File: src/rtl/y86_pkg.sv
// Shared Y86 encodings for the write-back stage: instruction codes and
// the two special register specifiers.
package y86_pkg;

    typedef enum logic [3:0] {
        I_HALT   = 4'h0,
        I_NOP    = 4'h1,
        I_RRMOVQ = 4'h2,
        I_IRMOVQ = 4'h3,
        I_RMMOVQ = 4'h4,
        I_MRMOVQ = 4'h5,
        I_OPQ    = 4'h6,
        I_JXX    = 4'h7,
        I_CALL   = 4'h8,
        I_RET    = 4'h9,
        I_PUSHQ  = 4'hA,
        I_POPQ   = 4'hB
    } icode_e;

    localparam logic [3:0] RNONE = 4'hF;
    localparam logic [3:0] RSP   = 4'h4;

endpackage

File: src/rtl/wb_dest_decode.sv
// Combinational write-back destination decode: maps an instruction to its
// E-port (ALU result) and M-port (memory result) destination registers.
module wb_dest_decode
    import y86_pkg::*;
(
    input  logic [3:0] icode,
    input  logic       cnd,
    input  logic [3:0] ra,
    input  logic [3:0] rb,
    output logic [3:0] dst_e,
    output logic [3:0] dst_m
);

    always_comb begin
        dst_e = RNONE;
        dst_m = RNONE;
        case (icode)
            I_RRMOVQ: if (cnd) dst_e = rb;
            I_IRMOVQ,
            I_OPQ:    dst_e = rb;
            I_CALL,
            I_RET,
            I_PUSHQ:  dst_e = RSP;
            I_POPQ: begin
                dst_e = RSP;
                dst_m = ra;
            end
            I_MRMOVQ: dst_m = ra;
            default:  ;
        endcase
    end

endmodule

File: src/rtl/wb_regfile.sv
// Y86 write-back register file with two combinational read ports, a retired
// write-back counter and a sticky bad-destination flag.
// Define REGFILE_BYPASS_EN to forward same-cycle write data to the read ports.
module wb_regfile
    import y86_pkg::*;
#(
    parameter int DATA_W   = 64,
    parameter int NUM_REGS = 15
) (
    input  logic              clock,
    input  logic              reset_n,
    input  logic              wb_valid,
    input  logic              stall,
    input  logic [3:0]        icode,
    input  logic              cnd,
    input  logic [3:0]        ra,
    input  logic [3:0]        rb,
    input  logic [DATA_W-1:0] val_e,
    input  logic [DATA_W-1:0] val_m,
    input  logic [3:0]        src_a,
    input  logic [3:0]        src_b,
    output logic [DATA_W-1:0] rd_a,
    output logic [DATA_W-1:0] rd_b,
    output logic [31:0]       retired_count,
    output logic              err_bad_reg
);

    localparam logic [3:0] NREGS = 4'(NUM_REGS);

    logic [DATA_W-1:0] r_regs [NUM_REGS];
    logic [31:0]       r_retired;
    logic              r_err;

    logic [3:0] w_dst_e;
    logic [3:0] w_dst_m;
    logic       w_accept;
    logic       w_we_e;
    logic       w_we_m;
    logic       w_bad;

    wb_dest_decode u_dest_decode (
        .icode (icode),
        .cnd   (cnd),
        .ra    (ra),
        .rb    (rb),
        .dst_e (w_dst_e),
        .dst_m (w_dst_m)
    );

    assign w_accept = wb_valid & ~stall & reset_n;
    // RNONE (4'hF) is never below NREGS, so one range test covers both drops.
    assign w_we_m   = w_accept & (w_dst_m < NREGS);
    assign w_we_e   = w_accept & (w_dst_e < NREGS) & (w_dst_e != w_dst_m);
    assign w_bad    = w_accept &
                      (((w_dst_e != RNONE) & (w_dst_e >= NREGS)) |
                       ((w_dst_m != RNONE) & (w_dst_m >= NREGS)));

    always_ff @(posedge clock) begin
        for (int unsigned i = 0; i < NUM_REGS; i++) begin
            if (!reset_n)
                r_regs[i] <= '0;
            else if (w_we_m && (w_dst_m == 4'(i)))
                r_regs[i] <= val_m;
            else if (w_we_e && (w_dst_e == 4'(i)))
                r_regs[i] <= val_e;
        end
    end

    always_ff @(posedge clock) begin
        if (!reset_n) begin
            r_retired <= '0;
            r_err     <= 1'b0;
        end else begin
            if (w_accept)
                r_retired <= r_retired + 32'd1;
            if (w_bad)
                r_err <= 1'b1;
        end
    end

    always_comb begin
        rd_a = '0;
        rd_b = '0;
        for (int unsigned i = 0; i < NUM_REGS; i++) begin
            if (src_a == 4'(i))
                rd_a = r_regs[i];
            if (src_b == 4'(i))
                rd_b = r_regs[i];
        end
`ifdef REGFILE_BYPASS_EN
        if (w_we_m && (src_a == w_dst_m))
            rd_a = val_m;
        else if (w_we_e && (src_a == w_dst_e))
            rd_a = val_e;
        if (w_we_m && (src_b == w_dst_m))
            rd_b = val_m;
        else if (w_we_e && (src_b == w_dst_e))
            rd_b = val_e;
`endif
    end

    assign retired_count = r_retired;
    assign err_bad_reg   = r_err;

endmodule

File: config.mk
export PLATFORM = sky130hd
export DESIGN_NAME = wb_regfile
export DESIGN_NICKNAME = d
export VERILOG_FILES = /design/src/rtl/y86_pkg.sv /design/src/rtl/wb_dest_decode.sv /design/src/rtl/wb_regfile.sv
export SDC_FILE = /design/constraint.sdc
export NUM_CORES = 2
export LEC_CHECK = 0
export ABC_AREA = 1
export BUFFER_PORTS_ARGS = -buffer_cell sky130_fd_sc_hd__buf_2
export CAP_MARGIN = 10
export CELL_PAD_IN_SITES_DETAIL_PLACEMENT = 0
export CELL_PAD_IN_SITES_GLOBAL_PLACEMENT = 2
export CORE_UTILIZATION = 39
export CTS_BUF_LIST = sky130_fd_sc_hd__clkbuf_8
export DETAILED_ROUTE_END_ITERATION = 8
export GPL_ROUTABILITY_DRIVEN = 0
export MAX_ROUTING_LAYER = met4
export PLACE_DENSITY = 0.82
export SLEW_MARGIN = 10
export SYNTH_ARGS = -nofsm -noshare
export SYNTH_HDL_FRONTEND = slang
export SYNTH_SLANG_ARGS = --single-unit
export TNS_END_PERCENT = 30
File: constraint.sdc
create_clock -name clock -period 7.9 [get_ports clock]
set_clock_uncertainty 0.05 [all_clocks]
set_input_delay 1.185 -clock clock [delete_from_list [all_inputs] [get_ports clock]]
set_output_delay 1.185 -clock clock [all_outputs]
set_load 0.02 [all_outputs]
## Word level (Yosys, flattened, before mapping)

Memory sizes are Yosys's and may differ from the RTL's.
Index checks and enable logic that the tools add are counted.

- Memories: 1
- Bits of input ports: 153
- Register bits: 33
- Memory bits (writable): 960
- Word-level logic and storage cells: 321
- Output and inout bits: 161

Memory list:

| memory | words | width | rd ports | clocked after memory_dff | wr ports | line | text |
|---|---|---|---|---|---|---|---|
| r_regs | 15 | 64 | 15 | 0 | 15 | wb_regfile.sv:30 | `logic [DATA_W-1:0] r_regs [NUM_REGS];` |

- Muxes and demuxes: 169
- Add/sub/neg operators: 1
- Bitwise gates (word level): 40
- Reductions and logical operators: 37
- Order comparisons: 4
- Equal/unequal tests: 67

Operators by type and width:

| operator | number |
|---|---|
| two-way mux 64 bit | 60 |
| equality test 4 bit (second input constant) | 32 |
| two-way mux 1 bit | 106 |
| equality test 4 x 3 -> 1 bit (second input constant) | 18 |
| equality test 4 x 2 -> 1 bit (second input constant) | 10 |
| adder 32 x 1 -> 32 bit (second input constant) | 1 |
| OR 1 bit | 31 |
| logical AND 1 bit | 30 |
| equality test 4 x 1 -> 1 bit (second input constant) | 4 |
| zero test 4 bit | 4 |
| case mux 4 bit (3 select lines) | 1 |
| AND 1 bit | 8 |
| >= comparator 4 bit (second input constant) | 2 |
| < comparator 4 bit (second input constant) | 2 |
| two-way mux 4 bit | 2 |
| != test 4 bit (second input constant) | 2 |
| != test 4 bit | 1 |
| OR reduction 2 bit | 2 |
| OR reduction 4 bit | 1 |
| inverter 1 bit | 1 |

## Depth between registers and ports, before layout

- Depth after elaboration: 16
- Mapped depth: 17
- Mapped depth without buffers: 15

## Hierarchy

From an unflattened synthesis, not the netlist that was laid out.

- Cells, all modules: 6282
- Area total of the unflattened synthesis: 54144.4 sq um

By module, submodules not included:

| module | instances | area each (sq um) | seq. area each (sq um) | cells an instance |
|---|---|---|---|---|
| wb_regfile | 1 | 53914.2 | 29468.3 | 6233 |
| wb_dest_decode | 1 | 230.2 | 0.0 | 49 |

## Worst setup path after synthesis

OpenSTA, ideal clock, no wires.

- Path kind: input to register
- From: input icode[1]
- To: memory r_regs[0][0], enable pin
- Data arrival time: 6.643 ns
- Data required time: 7.276 ns
- Cell stages on the path: 12
- Setup time: 0.574 ns
- Setup slack: 0.633 ns
- Path buffers: 0
- Cells stage by stage: inv_2 -> nor2_4 -> nand2_2 -> nor2_1 -> nand2_1 -> nand2_2 -> nor2_2 -> nand2_1 -> nand2_2 -> nor2_4 -> nand2_1 -> o21ai_0

RTL lines:

| item | line | text |
|---|---|---|
| start, declared | wb_regfile.sv:14 | `input logic [3:0] icode,` |
| end, declared | wb_regfile.sv:30 |  |

## Worst setup path after layout

- From: input src_b[3]
- To: output rd_b[40]

- Cells in the longest elaborated chain, start to end: 16
- Elaborated cells on any way between the ends: 30
- Those cells by class: eq/ne (14); mux (15); reduce/logical (1)

Ends and longest elaborated chain:

| item | line | text |
|---|---|---|
| start, declared | wb_regfile.sv:21 | `input logic [3:0] src_b,` |
| zero test 4 bit | wb_regfile.sv:87 | `if (src_b == 4'(i))` |
| two-way mux 64 bit (14 in series) | wb_regfile.sv:87 |  |
| two-way mux 64 bit (*) | wb_regfile.sv:87 |  |
| end, declared | wb_regfile.sv:23 | `output logic [DATA_W-1:0] rd_b,` |

Every way passes the cells marked *; elsewhere a longest branch is shown, timed or not.

==> results.py <==
metrics = {
    "run_status": {
        "status": "completed",
    },
    "clocking": {
        "clk-insertion-delay-late_ns": 0.94,
        "cts_resized": 0,
        "clockRootBuffer": "clkbuf_8",
        "clock_sinks": 992,
        "cts_hold_buf": 0,
        "cts_setup_buffers": 0,
        "cts.reportedPaths.clkPinSlew_ns": 0.05,
        "cts_buffer_depth": 3,
        "cts_tree": "done",
        "cts_buffers": 185,
        "htree_num_levels": 4,
    },
    "setup_path": {
        "cp.required_ns": 6.66,
        "cp_max_fo": 26,
        "r2r-end": "retired_count[14]$_SDFFE_PN0P_",
        "worstSetupPathType": "in -> out",
        "startpoint_type": "input pin",
        "cp-end-kind": "output pin",
        "rrSetupSlack_ns": 5.78,
        "r2r-start": "retired_count[0]$_SDFFE_PN0P_",
        "cp_data_arrival_time_ns": 4.82,
        "reg2reg_depth": 10,
    },
    "synth": {
        "synth_fp_nets": 7178,
        "synth_warnings": 0,
        "yosysTopAreaCell": "edfxtp_1",
        "syn_inst": 7024,
        "synth_edf_count": 960,
        "netlist_top_cells_area": "edfxtp_1, nand2_1, nand3_1",
        "syn_area_um2": 57040,
        "ys_seq_area_share_pct": 51.66,
        "netlist_top_cells_count": "nand2_1, edfxtp_1, nand3_1",
        "synth.distinct_cells": 36,
        "synth.avg_cell_area_um2": 8.121,
        "yosysMostFrequentCell": "nand2_1",
        "synthArstFlopShare_pct": 0,
        "synthFlopType": "edfxtp_1",
        "synth_seq_cells": 992,
        "synth_top_area_share_pct": 50.54,
    },
    "timing": {
        "slew_headroom_pct": 5.753,
        "tightest_slew_ns": 1.414,
        "rsz0062_at_grt": "false",
        "setup_viol_count_final": 0,
        "tns_ns": 0,
        "report.final.slew_viol_count": 0,
        "clock.fmax_mhz": 165.0,
        "period_minus_slack_ns": 6.059,
        "fin_crit_sh_pct": 76.70,
        "finalHoldViolations": 0,
        "timing.hold.ws_ns": 0.4499,
    },
    "pwr": {
        "leakagePower_uw": 0.02463,
        "max-vdd-ir-drop_mv": 0.1184,
        "p_per_area_nw_per_um2": 195.2,
    },
    "layout": {
        "syn_to_final_growth_pct": 11.83,
        "multi_input_area_um2": 23800,
        "seq_area_um2": 29470,
        "final_nets": 7247,
        "drive_gt1_share_pct": 12.43,
        "instances_no_fill": 9173,
        "n_fill_cell": 14450,
    },
    "grt": {
        "grt_pass1_wl_um": 400700,
        "grt-ovfl-total": 0,
        "first_global_vias": 54940,
        "grt_max_degree": 180,
        "grt_usage_pct": 39.15,
        "grt_antenna_before_repair": 24,
    },
    "placed_design": {
        "dp_hpwl_um": 164000,
        "io_buffers": 312,
        "placedCellCount": 8809,
    },
    "floorplan": {
        "die_h_um": 384.4,
        "num_io_pins": 314,
        "die_area_um2": 147800,
        "start_util_pct": 39.52,
        "num_rows": 139,
        "coreArea_um2": 144400,
        "dieWidth_um": 384.4,
    },
    "worst_hold_path": {
        "holdCritPathClass": "reg -> reg",
        "hp-start": "retired_count[31]$_SDFFE_PN0P_",
        "min_to": "retired_count[31]$_SDFFE_PN0P_",
        "whs_path_depth": 2,
    },
    "routing": {
        "wl_per_cell_um": 31.32,
        "routed_wl_um": 287300,
        "vias": 57720,
        "ant_nets": 0,
        "route.detailed.drc": 0,
        "drtPass1Iterations": 9,
        "via_per_inst": 6.293,
        "drt_iter0_markers": 9628,
    },
    "job": {
        "drv_cap": 0,
    },
}
final cells by class:
type | count | area share (%)
sequential | 992 | 46.19
multi-input combinational | 4927 | 37.30
timing repair buffer | 450 | 4.405
clock buffer | 194 | 4.185
tap | 1903 | 3.732
inverter | 537 | 3.166
clock inverter | 135 | 0.8787
antenna | 35 | 0.1373
worst max path at each step:
stage	startpoint	to	slack, ns	cells past startpoint
floorplan	icode[1]	r_regs[0][0]$_DFFE_PP_	0.63	12
global placement	src_b[3]	rd_b[40]	2.09	15
detailed placement	src_b[3]	rd_b[40]	2.12	15
CTS	src_b[3]	rd_b[40]	2.11	15
global route	src_b[3]	rd_b[56]	1.92	14
finish	src_b[3]	rd_b[40]	1.84	15
power breakdown:
part,switching (uW),internal (uW),total [uW]
Combinational,1280,355,1630
Sequential,149,6040,6180
Clock,2390,2250,4630
state kept, by name (all words and copies together), names as in the netlist:
| signal | flops |
|---|---|
| r_regs | 960 |
| retired_count | 32 |
stage by stage:
stage	worst slack (ns)	util, %	cell area [um^2]	total power, uW
finish	1.841	44.19	63790	12450
floorplan	0.6327	-	57040	7081
CTS	2.110	44.13	63710	12400
global placement	2.093	41.89	60480	7865
global route	1.920	44.19	63780	12750
detailed placement	2.117	41.89	60480	7872
worst max-delay path: stages:
cell	delay [ns]
buf_2	0.19
inv_1	0.12
nand2_1	0.23
nor2_4	0.96
clkinv_1	0.93
nand2_1	0.25
inv_1	0.06
nand4_1	0.10
nand2_1	0.07
nand3_1	0.08
nand2_1	0.06
nand4_1	0.06
nand2_1	0.06
nand2_1	0.23
buf_2	0.23
routing by layer:
layer  vias up  share of wire (%)  GRT usage [%]
met4         0                5.5          20.63
li1      24530                  -              -
met1     27810                 38          49.56
met5         -                  0              -
met2      4400                 44          57.69
met3       987                 13          9.631
placed cells by master (no fill, tap or decap), types with 57 or more instances in the layout:
master,instances
or2_2,57
nand3_1,867
edfxtp_1,960
clkinv_1,119
nand4_1,350
buf_2,312
o22ai_1,499
nand2_1,2015
o21ai_0,212
clkbuf_8,194
nor2_1,541
buf_4,121
inv_1,510
a21oi_1,179
o22ai_2,60
kinds of logic after synthesis:
group           after synthesis  synth area share (%)
fa+ha+maj                     1               0.02193
other cells                   1              0.006574
simple gates               3950                 30.00
compound gates              958                 10.30
buf+inv                    1105                 7.754
flops                       992                 51.66
xor+xnor                     17                0.2610
Note: power is estimated with default switching activity, not from simulation.
